## config.mk

```make
export PLATFORM = sky130hd
export DESIGN_NAME = regfile_wb_sched
export DESIGN_NICKNAME = d
export VERILOG_FILES = /design/src/rtl/regfile_wb_sched.sv
export SDC_FILE = /design/constraint.sdc
export NUM_CORES = 1
export LEC_CHECK = 0
export CELL_PAD_IN_SITES_DETAIL_PLACEMENT = 0
export CELL_PAD_IN_SITES_GLOBAL_PLACEMENT = 1
export CORE_ASPECT_RATIO = 0.8
export CORE_MARGIN = 2
export CORE_UTILIZATION = 33
export DETAILED_ROUTE_END_ITERATION = 7
export GPL_TIMING_DRIVEN = 0
export PLACE_DENSITY = 0.92
export SETUP_SLACK_MARGIN = 0.15
export SLEW_MARGIN = 10
export SYNTH_ARGS = -nofsm -noshare
export SYNTH_HDL_FRONTEND = slang
export SYNTH_SLANG_ARGS = --single-unit
export TNS_END_PERCENT = 10
```

## constraint.sdc

```tcl
create_clock -name C -period 4 [get_ports C]
set_input_delay 0.6 -clock C [delete_from_list [all_inputs] [get_ports C]]
set_output_delay 0.6 -clock C [all_outputs]
set_load 0.02 [all_outputs]
```

## src/rtl/regfile_wb_sched.sv

```systemverilog
// Write-port scheduler and RAW/WAW hazard scoreboard in front of a 32x32 register file.
// Optional sticky writeback error flag (wb_err) when RFSCHED_ERR_EN is defined.

module regfile_wb_busy_cell (
   input  logic C,
   input  logic rst,
   input  logic set,
   input  logic clr,
   output logic busy
);
   // set wins: a new issue to a register overrides a stray commit to it
   always_ff @(posedge C or posedge rst) begin
      if (rst)      busy <= 1'b0;
      else if (set) busy <= 1'b1;
      else if (clr) busy <= 1'b0;
   end
endmodule

module regfile_wb_sched #(
   parameter int MAX_PENDING = 4,
   parameter int FIXED_PRIO  = 0
) (
   input  logic        C,
   input  logic        rst,
   input  logic        issue_valid,
   input  logic [4:0]  issue_rd,
   input  logic [4:0]  issue_ra,
   input  logic [4:0]  issue_rb,
   output logic        issue_ready,
   input  logic        alu_valid,
   input  logic [4:0]  alu_rd,
   input  logic [31:0] alu_data,
   output logic        alu_ready,
   input  logic        lsu_valid,
   input  logic [4:0]  lsu_rd,
   input  logic [31:0] lsu_data,
   output logic        lsu_ready,
   output logic        rf_we,
   output logic [4:0]  rf_rw,
   output logic [31:0] rf_din,
`ifdef RFSCHED_ERR_EN
   output logic        wb_err,
`endif
   output logic [31:0] busy_mask,
   output logic [4:0]  pend_cnt
);
   localparam int         STAGES = 1;
   localparam logic [4:0] MAXP   = 5'(MAX_PENDING);

   typedef struct packed {
      logic [4:0]  rd;
      logic [31:0] data;
   } wb_req_t;

   logic [31:0]     busy;
   logic [31:0]     set_vec, clr_vec;
   logic [4:0]      cnt;
   logic            rr_lsu;          // 1: LSU won the most recent contention
   logic            both, pick_lsu, gnt;
   logic            accept, commit;
   wb_req_t         gnt_req;
   logic [STAGES:0] vld_pipe;

   assign both = alu_valid & lsu_valid;

   always_comb begin
      pick_lsu = lsu_valid;
      if (both) pick_lsu = (FIXED_PRIO != 0) ? 1'b1 : !rr_lsu;
   end

   // handshakes are held low during reset so nothing is accepted while state is cleared
   assign alu_ready   = !rst & alu_valid & !pick_lsu;
   assign lsu_ready   = !rst & lsu_valid &  pick_lsu;
   assign gnt         = alu_ready | lsu_ready;
   assign gnt_req     = lsu_ready ? wb_req_t'{lsu_rd, lsu_data} : wb_req_t'{alu_rd, alu_data};

   assign issue_ready = !rst & !busy[issue_ra] & !busy[issue_rb] & !busy[issue_rd]
                        & (cnt < MAXP);
   assign accept      = issue_valid & issue_ready & (issue_rd != 5'd0);
   assign commit      = rf_we & busy[rf_rw];

   assign set_vec = accept ? (32'd1 << issue_rd) : 32'd0;
   assign clr_vec = commit ? (32'd1 << rf_rw)    : 32'd0;

   assign busy[0] = 1'b0;
   for (genvar n = 1; n < 32; n++) begin : g_busy
      regfile_wb_busy_cell u_cell (
         .C    (C),
         .rst  (rst),
         .set  (set_vec[n]),
         .clr  (clr_vec[n]),
         .busy (busy[n])
      );
   end

   always_ff @(posedge C or posedge rst) begin
      if (rst) begin
         cnt <= 5'd0;
      end else begin
         case ({accept, commit})
            2'b10:   if (cnt < MAXP)   cnt <= cnt + 5'd1;
            2'b01:   if (cnt != 5'd0)  cnt <= cnt - 5'd1;
            default: cnt <= cnt;
         endcase
      end
   end

   // one-stage write pipe: stage 0 is the live grant, stage 1 drives the port
   assign vld_pipe[0] = gnt & (gnt_req.rd != 5'd0);

   always_ff @(posedge C or posedge rst) begin
      if (rst) begin
         vld_pipe[STAGES:1] <= '0;
         rf_rw              <= 5'd0;
         rf_din             <= 32'd0;
         rr_lsu             <= 1'b1;
      end else begin
         vld_pipe[STAGES:1] <= vld_pipe[STAGES-1:0];
         if (gnt) begin
            rf_rw  <= gnt_req.rd;
            rf_din <= gnt_req.data;
         end
         if (both) rr_lsu <= pick_lsu;
      end
   end

   assign rf_we     = vld_pipe[STAGES];
   assign busy_mask = busy;
   assign pend_cnt  = cnt;

`ifdef RFSCHED_ERR_EN
   logic err_set;
   assign err_set = (gnt & (gnt_req.rd != 5'd0) & !busy[gnt_req.rd])
                  | (both & (alu_rd == lsu_rd) & (alu_rd != 5'd0));

   always_ff @(posedge C or posedge rst) begin
      if (rst)          wb_err <= 1'b0;
      else if (err_set) wb_err <= 1'b1;
   end
`endif
endmodule

```

==> results.toml, run 1 <==
[final_layout]
num_antenna_cells = 0
final_common_cell = "clkdlybuf4s50_1"
layout.cells.most_common_list = "162 x clkdlybuf4s50_1, 78 x nor2_1, 74 x dfrtp_1"
area_growth_pct = 47.2
final_cell_area_sq_um = 6890
post-route-util_pct = 50.3
drive_above_1_share_pct = 14.2
layout.nets = 769

[synth]
synth-seq-cells = 75
synth.cell_area_sq_um = 4680
ys_types = 58
yosys_most_used_dff = "dfrtp_1"
synth_nets = 594
yosys_warnings = 0
syn_inst = 496
syn_area_per_cell_sq_um = 9.43
synth_seq_area_share_pct = 40.1
synth_edf_count = 0
synth_async_sr_flop_share_pct = 100

[clock_network]
cts_tree = "yes"
cts_max_level = 3
cts-root-buf = "clkbuf_16"
clkLatencyLatePin_ps = 330
cts.repair.resized = 0
numClockSinks = 75
cts_hold_buffers = 0
clk_path_buf_depth = 2
numCtsBuffers = 9
clk_pin_slew_ps = 60
post_cts_buffers = 0

[global_route]
grt_overflow = 0
grt_pass1_vias = 4568
grt_max_degree = 56
grt_pass1_wl_mm = 24.6
antenna_found_initial = 0
grt_usage_pct = 20.7

[route]
ant_nets = 0
drt_iter0_markers = 244
route.vias.total = 4569
drt_first_pass_iters = 5
drt_wl_total_mm = 15.6
wire_per_inst_um = 18.2
via_per_inst = 5.34
drc = 0

[setup_path]
cp_max_fo = 10
critPathMaxStageDelay_ps = 550
cp_cell_sequence = "buf_2 -> mux4_2 -> mux2_2 -> nand3b_1 -> a41o_1 -> nand2b_2 -> inv_2 -> ha_1 -> nor2b_1 -> o21ai_0 -> nand2b_1 -> nand3_1 -> a2bb2oi_1 -> xnor2_1"
end_kind = "register"
startpoint_type = "register"
critPathTopFamily = "multiplexers"
crit_slowest_cell = "mux4_2"
path_buf_inv = 2
cp.arrival_ps = 3920
rrSetupSlack_ps = 330
cp.required_ps = 4250
crit_type = "reg -> reg"

[timing]
hold_violations = 0
max_freq_ghz = 0.272
skew_ps = 6.44
fin_crit_sh_pct = 91.8
min_period_ps = 3670
slew_viol_final = 0
holdWs_ps = 499
max_slew_margin_pct = 45.0
rsz0062_at_grt = "true"
setup_viol = 0
tightest_slew_ps = 805

[worst_hold_path]
hold_class = "reg -> reg"

[power]
power_density_nw_per_um2 = 644
vdd_drop_max_uv = 392
p_leak_nw = 2.66

[floorplan]
start_util_pct = 34.2
dieHeight_um = 110
die_area_sq_um = 15200
ios = 172
coreArea_sq_um = 13700
rows = 38
die_x_um = 137

[placed_design]
place_area_sq_um = 6570
gp_congestion = 0.903
dp_hpwl_mm = 12.2
port-buffer-count = 163

[run]
cap_violations = 0

[outcome]
status = "complete, no violations"
==> final timing paths <==
check                      depth (start not counted)     endpoint     start
max                                               14  pend_cnt[4]  rf_rw[1]
min reg2reg                                        1       rr_lsu    rr_lsu
min                                                1       rr_lsu    rr_lsu
max reg2reg                                       14  pend_cnt[4]  rf_rw[1]
min in group asynchronous                          2  pend_cnt[4]       rst
max in group asynchronous                          3       rr_lsu       rst
==> through the flow <==
step | power (mW) | TNS, ps | instances | setup WS [ps]
floorplan | 2.62 | 0 | 496 | 266
global placement | 3.53 | -27600 | 839 | -1640
detailed placement | 3.59 | -173 | 840 | -118
CTS | 4.44 | 0 | 856 | 224
global route | 4.68 | 0 | 856 | 132
finish | 4.44 | 0 | 856 | 329
==> registers in the layout, summed over array words and instances, names as in the netlist <==
signal and cells:
rr_lsu 1, g_busy.u_cell.busy 31, rf_rw 5, pend_cnt 5
rf_we 1, rf_din 32
==> synth_stat cells (3+ instances only) <==
master,instances,area share [%]
buf_2,8,0.86
ha_1,3,0.80
inv_1,11,0.88
mux2_2,4,0.96
a21oi_1,5,0.53
o21ai_1,31,3.3
or3_1,5,0.67
nand3b_1,3,0.48
nor3_1,4,0.43
nand3_1,6,0.64
nor2_1,78,6.3
mux2_1,6,1.4
mux4_2,23,11
a31oi_1,5,0.67
nand2_1,32,2.6
o21ai_0,34,3.6
mux2i_1,9,1.9
o22ai_1,35,4.7
buf_4,33,5.3
nor2b_1,10,1.3
a221oi_1,3,0.56
nand2b_1,6,0.80
dfrtp_1,74,40
xnor2_1,5,0.94
a211oi_1,4,0.64
clkbuf_1,20,1.6
==> layer usage <==
layer	wire length [um]	GRT usage, %	vias to the layer above
met4	235	5.50	0
li1	-	-	2121
met1	6550	27.9	2182
met3	1560	5.37	16
met5	0	0	-
met2	7220	33.1	250
==> cell type report <==
cell class	count	area (sq um)
flip-flops and latches	75	1880
clock buffers	12	267
clock inverters	4	47.5
fillers	1245	6810
repair buffers	164	1660
multi-input cells	345	2380
well taps	180	225
inverters	13	51.3
plain buffers	63	378
==> where the power goes <==
group / internal, mW / switching [mW] / total, mW
clock network: 0.531 / 0.301 / 0.832
registers: 1.03 / 0.434 / 1.46
logic: 1.19 / 0.958 / 2.15
==> worst reg2reg max path: stages, from the launching register on <==
cell	delay, ps
dfrtp_1	500
buf_2	340
mux4_2	550
mux2_2	280
nand3b_1	270
a41o_1	280
nand2b_2	160
inv_2	70
ha_1	320
nor2b_1	140
o21ai_0	140
nand2b_1	90
nand3_1	80
a2bb2oi_1	210
xnor2_1	140
==> cell families (layout without fill, tap and decap cells) <==
family	after synthesis	in the layout	synth area share, %
xor gates and xnor gates	5	5	0.936
and+or+nand+nor	157	157	15.2
buffers and inverters	76	256	9.12
AOI/OAI and AO/OA	136	136	17.9
muxes	42	42	15.4
other	1	1	0.0802
adders and majority gates	4	4	1.23
DFF	75	75	40.1
Power figures use the tool's default switching activity.
==> run 2, diff against run 1 <==
Settings changed: ABC_CLOCK_PERIOD_IN_PS set to 4000.
==> results of run 2 <==
Same layout as run 1: the final DEF is identical, and so are final timing and power.
==> RTL edit 1: new RTL, config.mk and constraints of run 2 <==
The option `RFSCHED_ERR_EN` is turned on by a define.
--- a/src/rtl/regfile_wb_sched.sv
+++ b/src/rtl/regfile_wb_sched.sv
@@ -2,2 +2,4 @@
 // Optional sticky writeback error flag (wb_err) when RFSCHED_ERR_EN is defined.
+
+`define RFSCHED_ERR_EN
 
New outputs: wb_err. Check against the original RTL: not settled (the Yosys comparison gave no result); the edit may change what the design does.
==> RTL edit 1 against run 2 <==
  * Die area increased by 12%
  * Sequential share of layout area is 2.5 points lower
  * First-iteration DRC count grew 100%
  * Routed wire length grew 23%
  * Sequential cell count is 1 higher
  * Worst setup slack got worse by 73 ps
  * Via count grew 19%
  * Power up 8.9%
  * Global-route usage up 1.4 points
  * Maximum frequency decreased by 1.9%
  * Cell area increased by 13%
  * Final cell count rose by 18%
  * Critical endpoint is now pend_cnt[3]$_DFFE_PP0P_
  * Area after synthesis is 13% higher
  * Worst hold slack worse by 1.7 ps
  * Critical path type unchanged
==> RTL edit 1: results (changes against run 2) <==
Parameter                              Value

Status
  Run status    finished clean (unchanged)

Placement
  Cell area after placement    7230 um^2 (was 6570 um^2)
  Input/output buffers    165 (was 163)
  Cell Count Post-Placement    971 (was 840)
  Post-placement worst setup slack    -890 ps (was -118 ps)
  Placer Congestion    0.898 (was 0.903)

Power and ir drop
  Worst IR Drop VDD    0.432 mV (was 0.392 mV)
  Static power due to leakage    0.00300 uW (was 0.00266 uW)

Worst setup path
  Slowest cell delay on critical path    470 ps (was 550 ps)
  Worst Path Max Fanout    6 (was 10)
  Arrival @ worst endpoint    3980 ps (was 3920 ps)
  Cell class contributing the biggest share of worst-path delay    simple AND/OR/NAND/NOR gates (was multiplexers)
  CP max stage cell    dfrtp_2 (was mux4_2)
  R2R setup slack    260 ps (was 330 ps)

Finish
  Final non-clock buffer share    0.290 (was 0.296)
  Fraction of final layout cells sized beyond drive strength 1    0.221 (was 0.142)
  Fraction of area in multi-input gates    0.384 (was 0.346)
  Count of inverters not on the clock network in the layout    17 (was 13)
  Non-clock buffer total of the final layout    257 (was 227)
  Sequential Area    1930 um^2 (was 1880 um^2)
  Multi-input gates    432 (was 345)
  Clock buffers    10 (was 12)
  Clock-cell share of area    0.0354 (was 0.0456)
  Count of filler cells inserted in the layout    1499 (was 1245)

Detailed routing
  Overall via count from detail_route    5459 (was 4569)
  Sum of routed wire length over all layers    19100 um (was 15600 um)
  Via count normalized by instance count    5.39 (was 5.34)

Synthesis
  Synth Instances    590 (was 496)
  List of most frequent post-synthesis cells    84 x nor2_1, 75 x dfrtp_1, 63 x nand2_1 (was 78 x nor2_1, 74 x dfrtp_1, 35 x o22ai_1)
  Area contributors post-synth    dfrtp_1 36%, mux4_2 12%, nor2_1 6.0%, o21ai_0 5.8%, buf_4 4.8% (was dfrtp_1 40%, mux4_2 11%, nor2_1 6.3%, buf_4 5.3%, o22ai_1 4.7%)
  Number of different library cells in the post-synthesis netlist    55 (was 58)
  Seq/Total Area, Yosys    0.361 (was 0.401)
  Synthesized net count    690 (was 594)

Clock tree
  Post-CTS setup-driven buffer insertion count    1 (was 0)
  PostCTS Resize Cnt    16 (was 0)
  Count of clock tree sinks    76 (was 75)
  H-tree depth reported by CTS    3 (unchanged)

Die
  Die ar.    17000 um^2 (was 15200 um^2)

Global routing
  Pin count of the biggest net entering global routing    60 (was 56)
  Global-route wire length before repair    29300 um (was 24600 um)
  All-Layer GR Usage    0.222 (was 0.207)
  Number of global-route vias before repair    5203 (was 4568)

Timing
  Max Clock Skew    12.5 ps (was 6.44 ps)
  Relative max-transition margin    0.564 (was 0.450)
  Fraction of the cycle the final worst path needs    0.936 (was 0.918)
[RTL edit 1: cell types whose count changed after synthesis, moves of 7 or more]
cell | before | now
o21ai_1 | 31 | 10
o21ai_0 | 34 | 61
nand4_1 | 0 | 7
nand2_1 | 32 | 63
mux2_2 | 4 | 12
[RTL edit 1: report_power, final]
group / internal (uW) / total, uW / leakage, uW / switching, uW
sequential: 1050 / 1540 / 0.000818 / 488
combinational: 1410 / 2510 / 0.00206 / 1110
clock: 425 / 779 / 0.000122 / 355
total: 2880 / 4830 / 0.00300 / 1950
[RTL edit 1: cells by family after synthesis]
family / Yosys count / synth area share
buffers and inverters: 82 / 0.0838
other: 1 / 0.000711
DFF: 76 / 0.361
and+or+nand+nor: 214 / 0.184
adders and majority gates: 6 / 0.0157
muxes: 50 / 0.167
xor gates and xnor gates: 10 / 0.0166
AOI/OAI and AO/OA: 151 / 0.172
[RTL edit 1: path summary, 6_finish.rpt]
path,depth (start not counted),from,end
max in group asynchronous,3,rst,g_busy[1].u_cell.busy$_DFFE_PP0P_
hold / removal,1,pend_cnt[4]$_DFFE_PP0P_,pend_cnt[4]$_DFFE_PP0P_
setup reg to reg,13,g_busy[30].u_cell.busy$_DFFE_PP0P_,pend_cnt[3]$_DFFE_PP0P_
setup / recovery,13,g_busy[30].u_cell.busy$_DFFE_PP0P_,pend_cnt[3]$_DFFE_PP0P_
min in group asynchronous,2,rst,wb_err$_DFFE_PP0P_
hold reg to reg,1,pend_cnt[4]$_DFFE_PP0P_,pend_cnt[4]$_DFFE_PP0P_
[RTL edit 1: layer usage]
metal,track usage,routed length (um),part of all wire,up-vias
met5,0,0,0,-
met2,0.346,8630,0.45,304
li1,-,-,-,2518
met3,0.0721,1970,0.10,33
met4,0.0784,411,0.022,0
met1,0.294,8090,0.42,2604
==> RTL edit 2: new RTL, settings of run 2 <==
Without the edit above. Put one more register stage on the output `pend_cnt`, with the module's reset. The value now appears one clock later. The other outputs are not delayed to match.
--- a/src/rtl/regfile_wb_sched.sv
+++ b/src/rtl/regfile_wb_sched.sv
@@ -128,3 +128,9 @@
    assign busy_mask = busy;
-   assign pend_cnt  = cnt;
+   always_ff @(posedge C or posedge rst) begin
+      if (rst) begin
+         pend_cnt <= '0;
+      end else begin
+         pend_cnt <= cnt;
+      end
+   end
 
Behaviour: not the same (a bounded check fails within 4 cycles, from zero or initial values and one cycle with rst high).
==> RTL edit 2 against run 2 <==
  * Area after synthesis is 6.2% higher
  * Critical path depth increased by 3
  * Synthesized cell count is 4.6% higher
  * Power rose by 5.2%
  * Worst setup slack lost 53 ps
  * Sequential share of layout area is 0.12 points higher
  * Sequential cell count up 5
  * Cell area increased by 6.2%
  * Count of clock-buffer cells in the layout decreased by 2
  * Routed wire length rose by 8.2%
  * Critical path type is now input pin to register
  * Critical endpoint is now cnt[4]$_DFFE_PP0P_
==> RTL edit 2: results (changes against run 2) <==
Parameter                              Value

Detailed routing
  Number of violations reported at the end of detailed-routing iteration 0    327 (was 244)
  Met3 routed wirelength    1890 um (was 1560 um)
  Via count normalized by instance count    5.43 (was 5.34)
  Sum of routed wire length over all layers    16800 um (was 15600 um)

Global routing
  Met2 usage    0.340 (was 0.331)
  Fraction of met3 tracks used by global routing    0.0588 (was 0.0537)
  Met1 Usage GRT    0.273 (was 0.279)
  Global-route wire length before repair    26100 um (was 24600 um)

Finish
  Final non-clock buffer share    0.295 (was 0.296)
  Non-clock buffer total of the final layout    237 (was 227)
  Fraction of area in multi-input gates    0.347 (was 0.346)
  Count of inverters not on the clock network in the layout    15 (was 13)
  Final #Nets    803 (was 769)
  Fraction of final layout cells sized beyond drive strength 1    0.163 (was 0.142)

Synthesis
  Average footprint of a synthesized cell    9.57 um^2 (was 9.43 um^2)
  Area contributors post-synth    dfrtp_1 40%, mux4_2 9.5%, nor2_1 6.3%, buf_4 5.0%, o22ai_1 4.0% (was dfrtp_1 40%, mux4_2 11%, nor2_1 6.3%, buf_4 5.3%, o22ai_1 4.7%)
  List of most frequent post-synthesis cells    83 x nor2_1, 79 x dfrtp_1, 39 x o21ai_0 (was 78 x nor2_1, 74 x dfrtp_1, 35 x o22ai_1)
  Synthesized net count    619 (was 594)
  Seq/Total Area, Yosys    0.403 (was 0.401)

Power and ir drop
  Worst IR Drop VDD    0.227 mV (was 0.392 mV)
  Combinational logic power    2250 uW (was 2150 uW)
  Static power due to leakage    0.00289 uW (was 0.00266 uW)
  Sequential Power Share    0.328 (was 0.329)
  Overall power of the completed layout    4670 uW (was 4440 uW)

Placement
  Cell area after placement    6910 um^2 (was 6570 um^2)
  Post-placement worst setup slack    -617 ps (was -118 ps)

Status
  Run status    finished clean (unchanged)

Worst setup path
  Slowest cell delay on critical path    480 ps (was 550 ps)
  R2R setup slack    310 ps (was 330 ps)
  Capturing instance or port of the critical path    cnt[4]$_DFFE_PP0P_ (was pend_cnt[4]$_DFFE_PP0P_)
  Source of the worst register-to-register timing path    rf_rw[0]$_DFFE_PP0P_ (was rf_rw[1]$_DFFE_PP0P_)

Timing
  Max Clock Skew    6.12 ps (was 6.44 ps)
  Least setup slack across all paths after layout    276 ps (was 329 ps)

Min path
  Startpoint of the most critical hold path    cnt[4]$_DFFE_PP0P_ (was rr_lsu$_DFFE_PP1P_)
  Capture endpoint of the worst hold path    pend_cnt[4]$_DFF_PP0_ (was rr_lsu$_DFFE_PP1P_)

Clock tree
  PostCTS Resize Cnt    16 (was 0)
  Count of clock tree sinks    80 (was 75)
==> RTL edit 2: changes by cell type in the layout (fill, tap and decap cells not counted), moves of 6 or more <==
| cell | run 2 | this run |
|---|---|---|
| clkbuf_1 | 20 | 14 |
| o31ai_1 | 2 | 16 |
| o21ai_1 | 31 | 1 |
| mux2i_1 | 9 | 16 |
| clkbuf_2 | 0 | 6 |
| nand3_1 | 6 | 14 |
| mux2_1 | 6 | 0 |
| o31ai_2 | 0 | 6 |
==> RTL edit 2: cells by family after synthesis <==
kind of cell,count (synthesis),synth area share
and+or+nand+nor,173,0.159
AOI/OAI and AO/OA,133,0.182
DFF,80,0.403
buffers and inverters,79,0.0907
muxes,41,0.137
adders and majority gates,6,0.0166
xor gates and xnor gates,6,0.0106
other,1,0.000755
==> RTL edit 2: critical path: cells and delay by family <==
| family | cells | cell delay, ps |
|---|---|---|
| buf+inv | 6 | 1170 |
| simple gates | 4 | 770 |
| fa+ha+maj | 2 | 630 |
| compound gates | 3 | 450 |
| xor+xnor | 2 | 310 |
